### src/rtl/bcd_pkg.sv
`default_nettype none
// ============================================================================
//  Module      : bcd_pkg
//  Description : Shared constants and state encoding for the BCD conversion
//                and display-counter blocks.
//  Revision    : 1.0 - initial release
// ============================================================================
package bcd_pkg;

    localparam int NDIG  = 3;
    localparam int BIN_W = 10;
    localparam int SR_W  = 4 * NDIG + BIN_W;

    typedef enum logic [0:0] {
        IDLE  = 1'b0,
        SHIFT = 1'b1
    } state_t;

endpackage
`default_nettype wire

### src/rtl/bcd_nibble_sub3.sv
`default_nettype none
// ============================================================================
//  Module      : bcd_nibble_sub3
//  Description : Reverse double-dabble correction cell: subtract 3 from a
//                nibble that is 8 or more, otherwise pass it through.
//  Revision    : 1.0 - initial release
// ============================================================================
module bcd_nibble_sub3 (
    input  logic [3:0] din,
    output logic [3:0] dout
);

    assign dout = (din >= 4'd8) ? (din - 4'd3) : din;

endmodule
`default_nettype wire

### src/rtl/bcd_to_bin_seq.sv
`default_nettype none
// ============================================================================
//  Module      : bcd_to_bin_seq
//  Description : Sequential BCD-to-binary converter, one reverse double-dabble
//                iteration per clock, start/done handshake.
//  Revision    : 1.0 - initial release
// ============================================================================
module bcd_to_bin_seq #(
    parameter int NDIG  = bcd_pkg::NDIG,
    parameter int BIN_W = bcd_pkg::BIN_W
) (
    input  logic                clk,
    input  logic                rst,
    input  logic                start,
    input  logic [4*NDIG-1:0]   bcd_in,
    output logic                busy,
    output logic                done,
    output logic                err,
    output logic [BIN_W-1:0]    bin_out
);

    import bcd_pkg::*;

    localparam int               SHIFT_W = 4 * NDIG + BIN_W;
    localparam int               CNT_W   = $clog2(BIN_W + 1);
    localparam logic [CNT_W-1:0] C_LAST  = CNT_W'(BIN_W - 1);

    state_t               r_state;
    state_t               w_state_nxt;
    logic [SHIFT_W-1:0]   r_sr;
    logic [SHIFT_W-1:0]   w_sr_nxt;
    logic [SHIFT_W-1:0]   w_sr_shift;
    logic [SHIFT_W-1:0]   w_sr_corr;
    logic [CNT_W-1:0]     r_cnt;
    logic [CNT_W-1:0]     w_cnt_nxt;
    logic                 r_done;
    logic                 w_done_nxt;
    logic                 r_err;
    logic                 w_err_nxt;
    logic [BIN_W-1:0]     r_bin;
    logic [BIN_W-1:0]     w_bin_nxt;
    logic                 w_digits_ok;

    assign w_sr_shift = {1'b0, r_sr[SHIFT_W-1:1]};

    // The binary field below the BCD nibbles is never corrected.
    assign w_sr_corr[BIN_W-1:0] = w_sr_shift[BIN_W-1:0];

    genvar gi;
    generate
        for (gi = 0; gi < NDIG; gi++) begin : g_nib
            bcd_nibble_sub3 u_sub3 (
                .din  (w_sr_shift[BIN_W + 4*gi +: 4]),
                .dout (w_sr_corr [BIN_W + 4*gi +: 4])
            );
        end
    endgenerate

    always_comb begin
        w_digits_ok = 1'b1;
        for (int i = 0; i < NDIG; i++) begin
            if (bcd_in[4*i +: 4] > 4'd9) begin
                w_digits_ok = 1'b0;
            end
        end
    end

    always_comb begin
        w_state_nxt = r_state;
        w_sr_nxt    = r_sr;
        w_cnt_nxt   = r_cnt;
        w_done_nxt  = 1'b0;
        w_err_nxt   = 1'b0;
        w_bin_nxt   = r_bin;
        case (r_state)
            IDLE: begin
                if (start) begin
                    if (w_digits_ok) begin
                        w_sr_nxt    = {bcd_in, {BIN_W{1'b0}}};
                        w_cnt_nxt   = '0;
                        w_state_nxt = SHIFT;
                    end else begin
                        w_err_nxt   = 1'b1;
                    end
                end
            end
            SHIFT: begin
                w_sr_nxt  = w_sr_corr;
                w_cnt_nxt = r_cnt + 1'b1;
                if (r_cnt == C_LAST) begin
                    w_bin_nxt   = w_sr_shift[BIN_W-1:0];
                    w_done_nxt  = 1'b1;
                    w_state_nxt = IDLE;
                end
            end
            default: begin
                w_state_nxt = IDLE;
            end
        endcase
    end

    always_ff @(posedge clk or negedge rst) begin
        if (!rst) begin
            r_state <= IDLE;
            r_sr    <= '0;
            r_cnt   <= '0;
            r_done  <= 1'b0;
            r_err   <= 1'b0;
            r_bin   <= '0;
        end else begin
            r_state <= w_state_nxt;
            r_sr    <= w_sr_nxt;
            r_cnt   <= w_cnt_nxt;
            r_done  <= w_done_nxt;
            r_err   <= w_err_nxt;
            r_bin   <= w_bin_nxt;
        end
    end

    assign busy    = (r_state == SHIFT);
    assign done    = r_done;
    assign err     = r_err;
    assign bin_out = r_bin;

endmodule
`default_nettype wire

### config.mk
export PLATFORM = sky130hd
export DESIGN_NAME = bcd_to_bin_seq
export DESIGN_NICKNAME = d
export VERILOG_FILES = /design/src/rtl/bcd_pkg.sv /design/src/rtl/bcd_nibble_sub3.sv /design/src/rtl/bcd_to_bin_seq.sv
export SDC_FILE = /design/constraint.sdc
export NUM_CORES = 1
export LEC_CHECK = 0
export ABC_AREA = 1
export BUFFER_PORTS_ARGS = -buffer_cell sky130_fd_sc_hd__buf_2
export CAP_MARGIN = 20
export CORE_ASPECT_RATIO = 0.6
export CORE_UTILIZATION = 45
export CTS_BUF_LIST = sky130_fd_sc_hd__clkbuf_2
export DETAILED_ROUTE_END_ITERATION = 12
export PLACE_DENSITY_LB_ADDON = 0.15
export SLEW_MARGIN = 20
export SYNTH_ARGS = -nofsm -noshare
export SYNTH_HDL_FRONTEND = slang
export SYNTH_HIERARCHICAL = 1
export SYNTH_SLANG_ARGS = --single-unit
export TNS_END_PERCENT = 100
### constraint.sdc
create_clock -name clk -period 1.1 [get_ports clk]
set_input_delay 0.11 -clock clk [delete_from_list [all_inputs] [get_ports clk]]
set_output_delay 0.11 -clock clk [all_outputs]
set_load 0.1 [all_outputs]
# Word level (Yosys, flattened, before mapping)
# Cells that the tools add are included.
word_totals:
  output_inout_bits: 13
  reg_bits: 39
  wordCells: 43
  inputBits: 15
op_classes:
  n_eq_ne: 3
  reduce_logical: 2
  magnitude_cmp: 6
  n_mux: 21
  addsub: 4
  bitwise: 1
ops:
  columns: ["op", "count"]
  rows:
  - ["$mux W22", 2]
  - ["$pmux W22 S2", 1]
  - ["$mux W4", 5]
  - ["$gt A4 B4 Y1 const B", 3]
  - ["$mux W1", 11]
  - ["$ge A4 B4 Y1 const B", 2]
  - ["$pmux W4 S2", 1]
  - ["$sub A4 B2 Y4 const B", 2]
  - ["$add A4 B1 Y4 const B", 1]
  - ["$eq A4 B4 Y1 const B", 1]
  - ["$ge A3 B4 Y1 const B", 1]
  - ["$ne A2 B2 Y1 const B", 2]
  - ["$reduce_and A2 Y1", 2]
  - ["$sub A3 B2 Y4 const B", 1]
  - ["$pmux W1 S2", 1]
  - ["$not A1 Y1", 1]

# Depth between registers and ports, before layout
# Gate-level depths: netlist (run 1).
depth:
  depth_word: 7
  mapped_depth: 10

# Hierarchy
# Netlist (run 1), hierarchy kept.
by_module_without_submodules:
  columns: ["module", "cells_each", "seq_area_each_um2", "instances", "area_each_um2"]
  rows:
  - ["bcd_to_bin_seq", 213, 950.9, 1, 1853.0]
  - ["bcd_nibble_sub3", 16, 0.0, 3, 88.8]

# Worst setup path after synthesis (run 1)
# OpenSTA, ideal clock, no wires.
synth_timing:
  path_kind: "register to register"
  from: "register r_state (netlist: busy)"
  to: "register r_sr[18]"
  t_arrival_ps: 1545
  path_stages_with_launch: 8
  setup_time_ps: 118
  path_buffers: 2
  path_slack_ps: -563
  cell_sequence: "dfrtp_1 > buf_6 > inv_2 > buf_2 > nand2_1 > nand2_1 > nand3_2 > nand2_1"
synth_via:
  elab_chain_cells: 3
  word_cells_on_any_way: 5
synth_rtl:
  columns: ["item", "line_no", "rtl"]
  rows:
  - ["start, declared", "bcd_to_bin_seq.sv:28", "state_t r_state;"]
  - ["start signal, assigned", "bcd_to_bin_seq.sv:111", "r_state <= w_state_nxt;"]
  - ["$not A1 Y1", null, null]
  - ["$ne A2 B2 Y1 (no line)", null, null]
  - ["$reduce_and A2 Y1 (no line)", null, null]
  - ["end signal, assigned", "bcd_to_bin_seq.sv:112", "r_sr <= w_sr_nxt;"]
  - ["end, declared", "bcd_to_bin_seq.sv:30", "logic [SHIFT_W-1:0] r_sr;"]
# Several ways; a longest one is shown, not always the timed one.
# A chain may end at the register's enable or synchronous reset.

# Final worst setup path (run 1)
layout_timing:
  from: "register r_state (netlist: busy)"
  to: "register r_bin[8] (netlist: bin_out[8])"
layout_via:
  elab_chain_cells: 1
layout_rtl:
  columns: ["item", "line_no", "rtl"]
  rows:
  - ["$reduce_and A2 Y1 (no line)", null, null]
  - ["end signal, assigned", "bcd_to_bin_seq.sv:116", "r_bin <= w_bin_nxt;"]
  - ["end, declared", "bcd_to_bin_seq.sv:40", "logic [BIN_W-1:0] r_bin;"]
# Every way passes these cells.

==> results of run 1 <==
-- power breakdown --
| group | switching, mW | internal, mW |
|---|---|---|
| combinational | 3.14 | 2.35 |
| clock | 0.452 | 0.136 |
| sequential | 0.574 | 1.99 |
-- layout make-up --
type,count,share of cell area [%]
multi-input cells,195,37.3
flip-flops and latches,38,32.6
repair buffers,64,23.5
inverters,20,2.77
well taps,60,2.56
clock buffers,5,0.853
clock inverters,3,0.384
-- final timing paths --
check                                          start                      to  slack, ns  depth (start not counted)
worst max-delay path                  busy$_DFF_PN0_  bin_out[8]$_DFFE_PN0P_      -0.22                          6
worst min-delay path                       bcd_in[8]    r_sr[18]$_DFFE_PN0P_       0.03                          5
worst max register to register        busy$_DFF_PN0_  bin_out[8]$_DFFE_PN0P_      -0.22                          6
worst min register to register  r_sr[10]$_DFFE_PN0P_  bin_out[9]$_DFFE_PN0P_       0.52                          2
max in group asynchronous                        rst          busy$_DFF_PN0_       0.69                          3
min in group asynchronous                        rst          done$_DFF_PN0_       0.19                          3
-- layer usage --
layer  global-route usage (%)  vias up
met2                     30.3       39
met5                        0        -
met3                     4.64        5
met4                     5.65        0
li1                         -      935
met1                     27.2      833
-- critical path, cell delays in order (launching register included) --
cell        delay [ns]
dfrtp_4           0.53
buf_6             0.15
nand4_1           0.16
clkinvlp_4        0.14
buf_12            0.16
nand2_1           0.06
nand2_1           0.04
-- cells in the mapped netlist, types with 2 or more instances --
cell type / count / share of area (%)
a21boi_1: 3 / 1.1
buf_2: 4 / 0.94
buf_4: 3 / 1.1
buf_6: 5 / 2.7
dfrtp_1: 38 / 45
ha_1: 8 / 4.7
inv_1: 19 / 3.4
nand2_1: 115 / 20
nand3_1: 34 / 8.0
nand3_2: 8 / 3.8
nand4_1: 2 / 0.59
nor2_1: 2 / 0.35
o21ai_0: 3 / 0.71
o21ai_4: 2 / 1.5
or2_1: 2 / 0.59
xor2_1: 4 / 1.7
-- what timing repair did --
action | in CTS | in global routing
setup buffers | 1 | 12
gates cloned | 0 | 1
resized for setup | 5 | 31
endpoints found under the hold margin | 39 | 0
hold buffers | 2 | 0
pin swaps | 0 | 19
endpoints found under the setup margin | 40 | 51
-- sequential cells by signal, indices dropped and copies added (netlist names) --
signal	count
r_sr	21
bin_out	10
r_cnt	4
busy	1
done	1
err	1
-- cells by family after synthesis --
family / Yosys count / share of synthesized area [%]
AND/OR/NAND/NOR: 166 / 35.3
XOR/XNOR: 4 / 1.65
buffers and inverters: 33 / 8.38
other: 1 / 0.177
flip-flops: 38 / 44.9
adder cells (fa/ha/maj): 8 / 4.72
AO/OA/AOI/OAI: 11 / 4.90
-- per-stage QoR --
step / setup WS, ns / cell area [um^2]
after detailed placement: -0.169 / 2660
final: -0.218 / 2930
after floorplan: -0.273 / 2220
after global placement: -0.135 / 2660
after global routing: -0.270 / 2930
after CTS: -0.228 / 2740
==> results.md, run 1 <==
* Status: complete, but fails checks
* Failing checks: setup timing
* First-pass GRT wire length at 7400 um
* RSZ-0062 raised after global routing: yes
* Fin worst setup slack at -0.218 ns
* Placed Instances at 361
* Reg clk slew, reported paths at between 0.15 and 0.2 ns
* Clock Path Buffers at 2
* Area occupied by multi-input gates at 1090 um^2
* Routed wire length at 4500 um
* Die Area at ~5000 um^2
* Worst Path Required at 1.40 ns
* DR DRC count at 0
* Register area share after synthesis at between 40 and 50%
* Most frequent cells in the layout: nand2_1, dfrtp_1, nand3_1
* Total gr overflow at 0
* FMAX at roughly 760 MHz
* Worst vdd ir at approximately 2.0 mV
* Commonest non-fill, non-tap cell in the layout: nand2_1
* FF+latch count, synth at 38
* Core ar. at between 4000 and 5000 um^2
* Synth Flop Type: dfrtp_1
* First-pass iteration count of the detailed router at 4
* Clock skew at 0.00715 ns
* RD Place Congestion at just under 0.8
* Via Count at between 1500 and 2000
* Async SR Flop Fraction at between 90% and 100%
* Synthesis-to-finish area growth at 38.4%
* Final setup fails at 45
* Final Hold Fails at 0
* Final Slew Violations at 0
* Tcrit/Tclk final at 120%
* Routed wire length per instance at 11.7 um
* Ant diodes at 0
* Post-DRT Antenna Nets at 0
* Synthesized instance count at 261
* Avg Inst Size Synth at ~8.1 um^2
* Mapped Area at about 2100 um^2
* Chip height at approximately 55 um
* Non-Filler Instances at just under 400
* Final net count at 347
* Clock root cell: clkbuf_2
* Pleak at ~1.6 nW
* GRT Resource Usage Total at about a fifth
* Die W at 90.6 um
* Hold Crit Class: in2reg
* Antenna violations before repair at 0
* Rows at 18
* Crit path DAT at 1.62 ns
* Critical Path Fanout Max at 12
* Tot Pwr at around 8.6 mW
* TritonCTS Buffers at 5
* I/O Buffers at 27
* Clock Sinks at 38
* Largest net degree at the start of global routing at 39
* Vias in the first global route at between 1500 and 2000
* Worst setup EP type: flip-flop
* Synth cell types at 25
* Worst hold slack at around 0.034 ns
* Vias per cell at between 4 and 5
* CTS tree: yes
* CP Class: reg2reg
* Pwr dens at about 2900 nW/um^2
* Post-synth EDFFs at 0
* Io pins at 28
* Placed wire-length estimate at 3020 um
* Met3 WL at 201 um
* Layout cells sized above 1 at 33.5%
* Setup_tns at -4.81 ns
* WL met2 at around 2000 um
* MaxCap Viol Count at 0
* Number of fill cells at approximately 330
* Yosys warning count at 6
* DRT met1 WL at 2290 um
* Register Area at roughly 950 um^2
* H-tree level count at 2
* Min cycle time layout at 1.32 ns
* Finished Core Util at 68.2%
* Initial DRC count at 76
* Worst skew pair latency at roughly 0.38 ns
* Top Layer Used: met4
* Type of origin of the critical path: flip-flop
* Initial Utilization at approximately 49%
No activity file was read; power rests on OpenSTA's default activity.
==> run 2, diff against run 1 <==
Settings changed: SETUP_SLACK_MARGIN from default to 0.05.
Clock period 1.1 ns to 1.5 ns, I/O delays scaled along.
==> run 2 against run 1 <==
- the flow now finishes without violations
- final area fell by 16%
- sequential share of layout area grew 6.1 points
- via count is 5.0% lower
- routed wire length decreased by 6.1%
- clock power rose by 36%
- highest routed layer unchanged
- core utilization is 11 points lower
- largest cell class unchanged
- global-route usage up 0.37 points
- die area stayed put
- sequential power shrank 28%
- combinational power fell by 47%
- critical endpoint is now bin_out[7]
==> results.md, run 2 (synthesis gave the netlist of run 1 again) <==
* Status: completed
* Die W at 90.6 um (unchanged)
* Design area at 2470 um^2 (-16%)
* Die Area at 5000 um^2 (unchanged)
* Pleak at 1.38 nW (-11%)
* Crit-path slowest cell: buf_2
* RSZ-0062 raised after global routing: yes
* DR DRC count at 0 (unchanged)
* CTS tree: yes
* Clock Path Buffers at 2 (unchanged)
* Largest stage delay on the critical path at 0.42 ns (-0.11 ns)
* GRT Resource Usage Total at 19.8% (+0.37 points)
* CP cell instances: buf_2
* RD Place Congestion at 0.773 (-1.1%)
* First-pass iteration count of the detailed router at 4 (unchanged)
* Routed wire length at 4230 um (-6.1%)
* Clock skew at 0.0193 ns (+0.0122 ns)
* Finished Core Util at 57.4% (-11 points)
* Area post-placement at 2350 um^2 (-12%)
* Non-Filler Instances at 359 (-6.8%)
* Most frequent cells in the layout: nand2_1, dfrtp_1, nand3_1
* Worst hold slack at 0.0293 ns (-0.00478 ns)
* Tot Pwr at 5.57 mW (-35%)
* Commonest non-fill, non-tap cell in the layout: nand2_1
* MaxCap Viol Count at 0 (unchanged)
* Routed wire length per instance at 11.8 um (+0.67%)
* Top reg by flops: r_sr
* Largest register FFs at 21 (unchanged)
* Antenna violations before repair at 0 (unchanged)
* Tcrit/Tclk final at 90.1%
* Final net count at 321 (-7.5%)
* Crit path DAT at 1.20 ns (-0.42 ns)
* Pwr dens at 2260 nW/um^2 (-23%)
* H-tree level count at 2 (unchanged)
* FMAX at approximately 740 MHz
* Io pins at 28 (unchanged)
* Clock Sinks at 38 (unchanged)
* Placed wire-length estimate at 2950 um (-2.1%)
* Total gr overflow at 0 (unchanged)
* First-pass GRT wire length at 7580 um (+2.4%)
* Via Count at 1721 (-5.0%)
* Final Slew Violations at 0 (unchanged)
* CP Class: reg2out
* Chip height at 55.2 um (unchanged)
* Initial DRC count at 52 (-32%)
* Core ar. at 4300 um^2 (unchanged)
* Vias in the first global route at 1673 (+4.2%)
* Worst Path Required at 1.35 ns (-0.05 ns)
* Final setup fails at 0 (-100%)
* Worst vdd ir at 1.05 mV (-46%)
* Synthesis-to-finish area growth at 16.4%
* Min cycle time layout at between 1 and 1.5 ns
* Layout cells sized above 1 at 21.4% (-12 points)
* Worst setup EP type: output port
* TritonCTS Buffers at 5 (unchanged)
* Worst skew pair latency at 0.38 ns (about the same)
* Rows at 18 (unchanged)
* Type of origin of the critical path: flip-flop
* Top cell family by delay on the critical path: buffers and inverters
* Setup_tns at 0 ns (+4.81 ns)
* Placed Instances at 348 (-3.6%)
* Post-DRT Antenna Nets at 0 (unchanged)
* Initial Utilization at 49.3% (unchanged)
* Reg clk slew, reported paths at 0.20 ns (about the same)
* Crit path buf inv count at 1 (-2)
* Ant diodes at 0 (unchanged)
* Hold Crit Class: in2reg
* Final Hold Fails at 0 (unchanged)
* DP Worst Slack at 0.220 ns (+0.390 ns)
* Critical Path Fanout Max at 2 (-10)
* Largest net degree at the start of global routing at 31 (-21%)
* Vias per cell at 4.79 (+1.9%)
* Clock root cell: clkbuf_2
* Fin worst setup slack at 0.148 ns (+0.366 ns)
* I/O Buffers at 27 (unchanged)
run 2: path summary, 6_finish.rpt:
check	startpoint	end	slack (ns)	depth (start not counted)
worst max-delay path	bin_out[7]$_DFFE_PN0P_	bin_out[7]	0.15	1
worst min-delay path	start	err$_DFF_PN0_	0.03	3
worst max register to register	busy$_DFF_PN0_	r_sr[14]$_DFFE_PN0P_	0.16	7
worst min register to register	bin_out[6]$_DFFE_PN0P_	bin_out[6]$_DFFE_PN0P_	0.50	2
max in group asynchronous	rst	bin_out[4]$_DFFE_PN0P_	0.95	3
min in group asynchronous	rst	bin_out[0]$_DFFE_PN0P_	0.11	2
run 2: metal layers:
| metal | up-vias | routed length (um) | global-route usage (%) | share of wire, % |
|---|---|---|---|---|
| met5 | - | 0 | 0 | 0 |
| met4 | 0 | 28 | 4.84 | 0.66 |
| met3 | 5 | 126 | 4.23 | 3.0 |
| met2 | 18 | 1830 | 33.6 | 43 |
| met1 | 813 | 2240 | 26.5 | 53 |
| li1 | 885 | - | - | - |
run 2: worst min-delay path, cell delays in order:
cell and delay [ns]:
buf_2 0.13, nand3_1 0.09, inv_1 0.04
run 2: layout make-up:
cell class | instances | area [um^2]
sequential | 38 | 953
timing repair buffer | 38 | 260
multi-input combinational | 195 | 1010
clock inverter | 3 | 68.8
tap | 60 | 75.1
clock buffer | 5 | 25.0
fill | 412 | 1830
inverter | 20 | 75.1
run 2: timing repair:
item / 4_1_cts / 5_1_grt
endpoints found under the hold margin: 38 / 0
setup endpoints to repair: 1 / 4
hold buffers: 1 / 0
resized for setup: 0 / 2
buffers inserted: 1 / 1
run 2: where the power goes:
part           switching, mW  total (mW)  internal, mW
clock                  0.348       0.800         0.452
sequential             0.392        1.84          1.45
combinational           2.04        2.93         0.888
total                   2.78        5.57          2.79
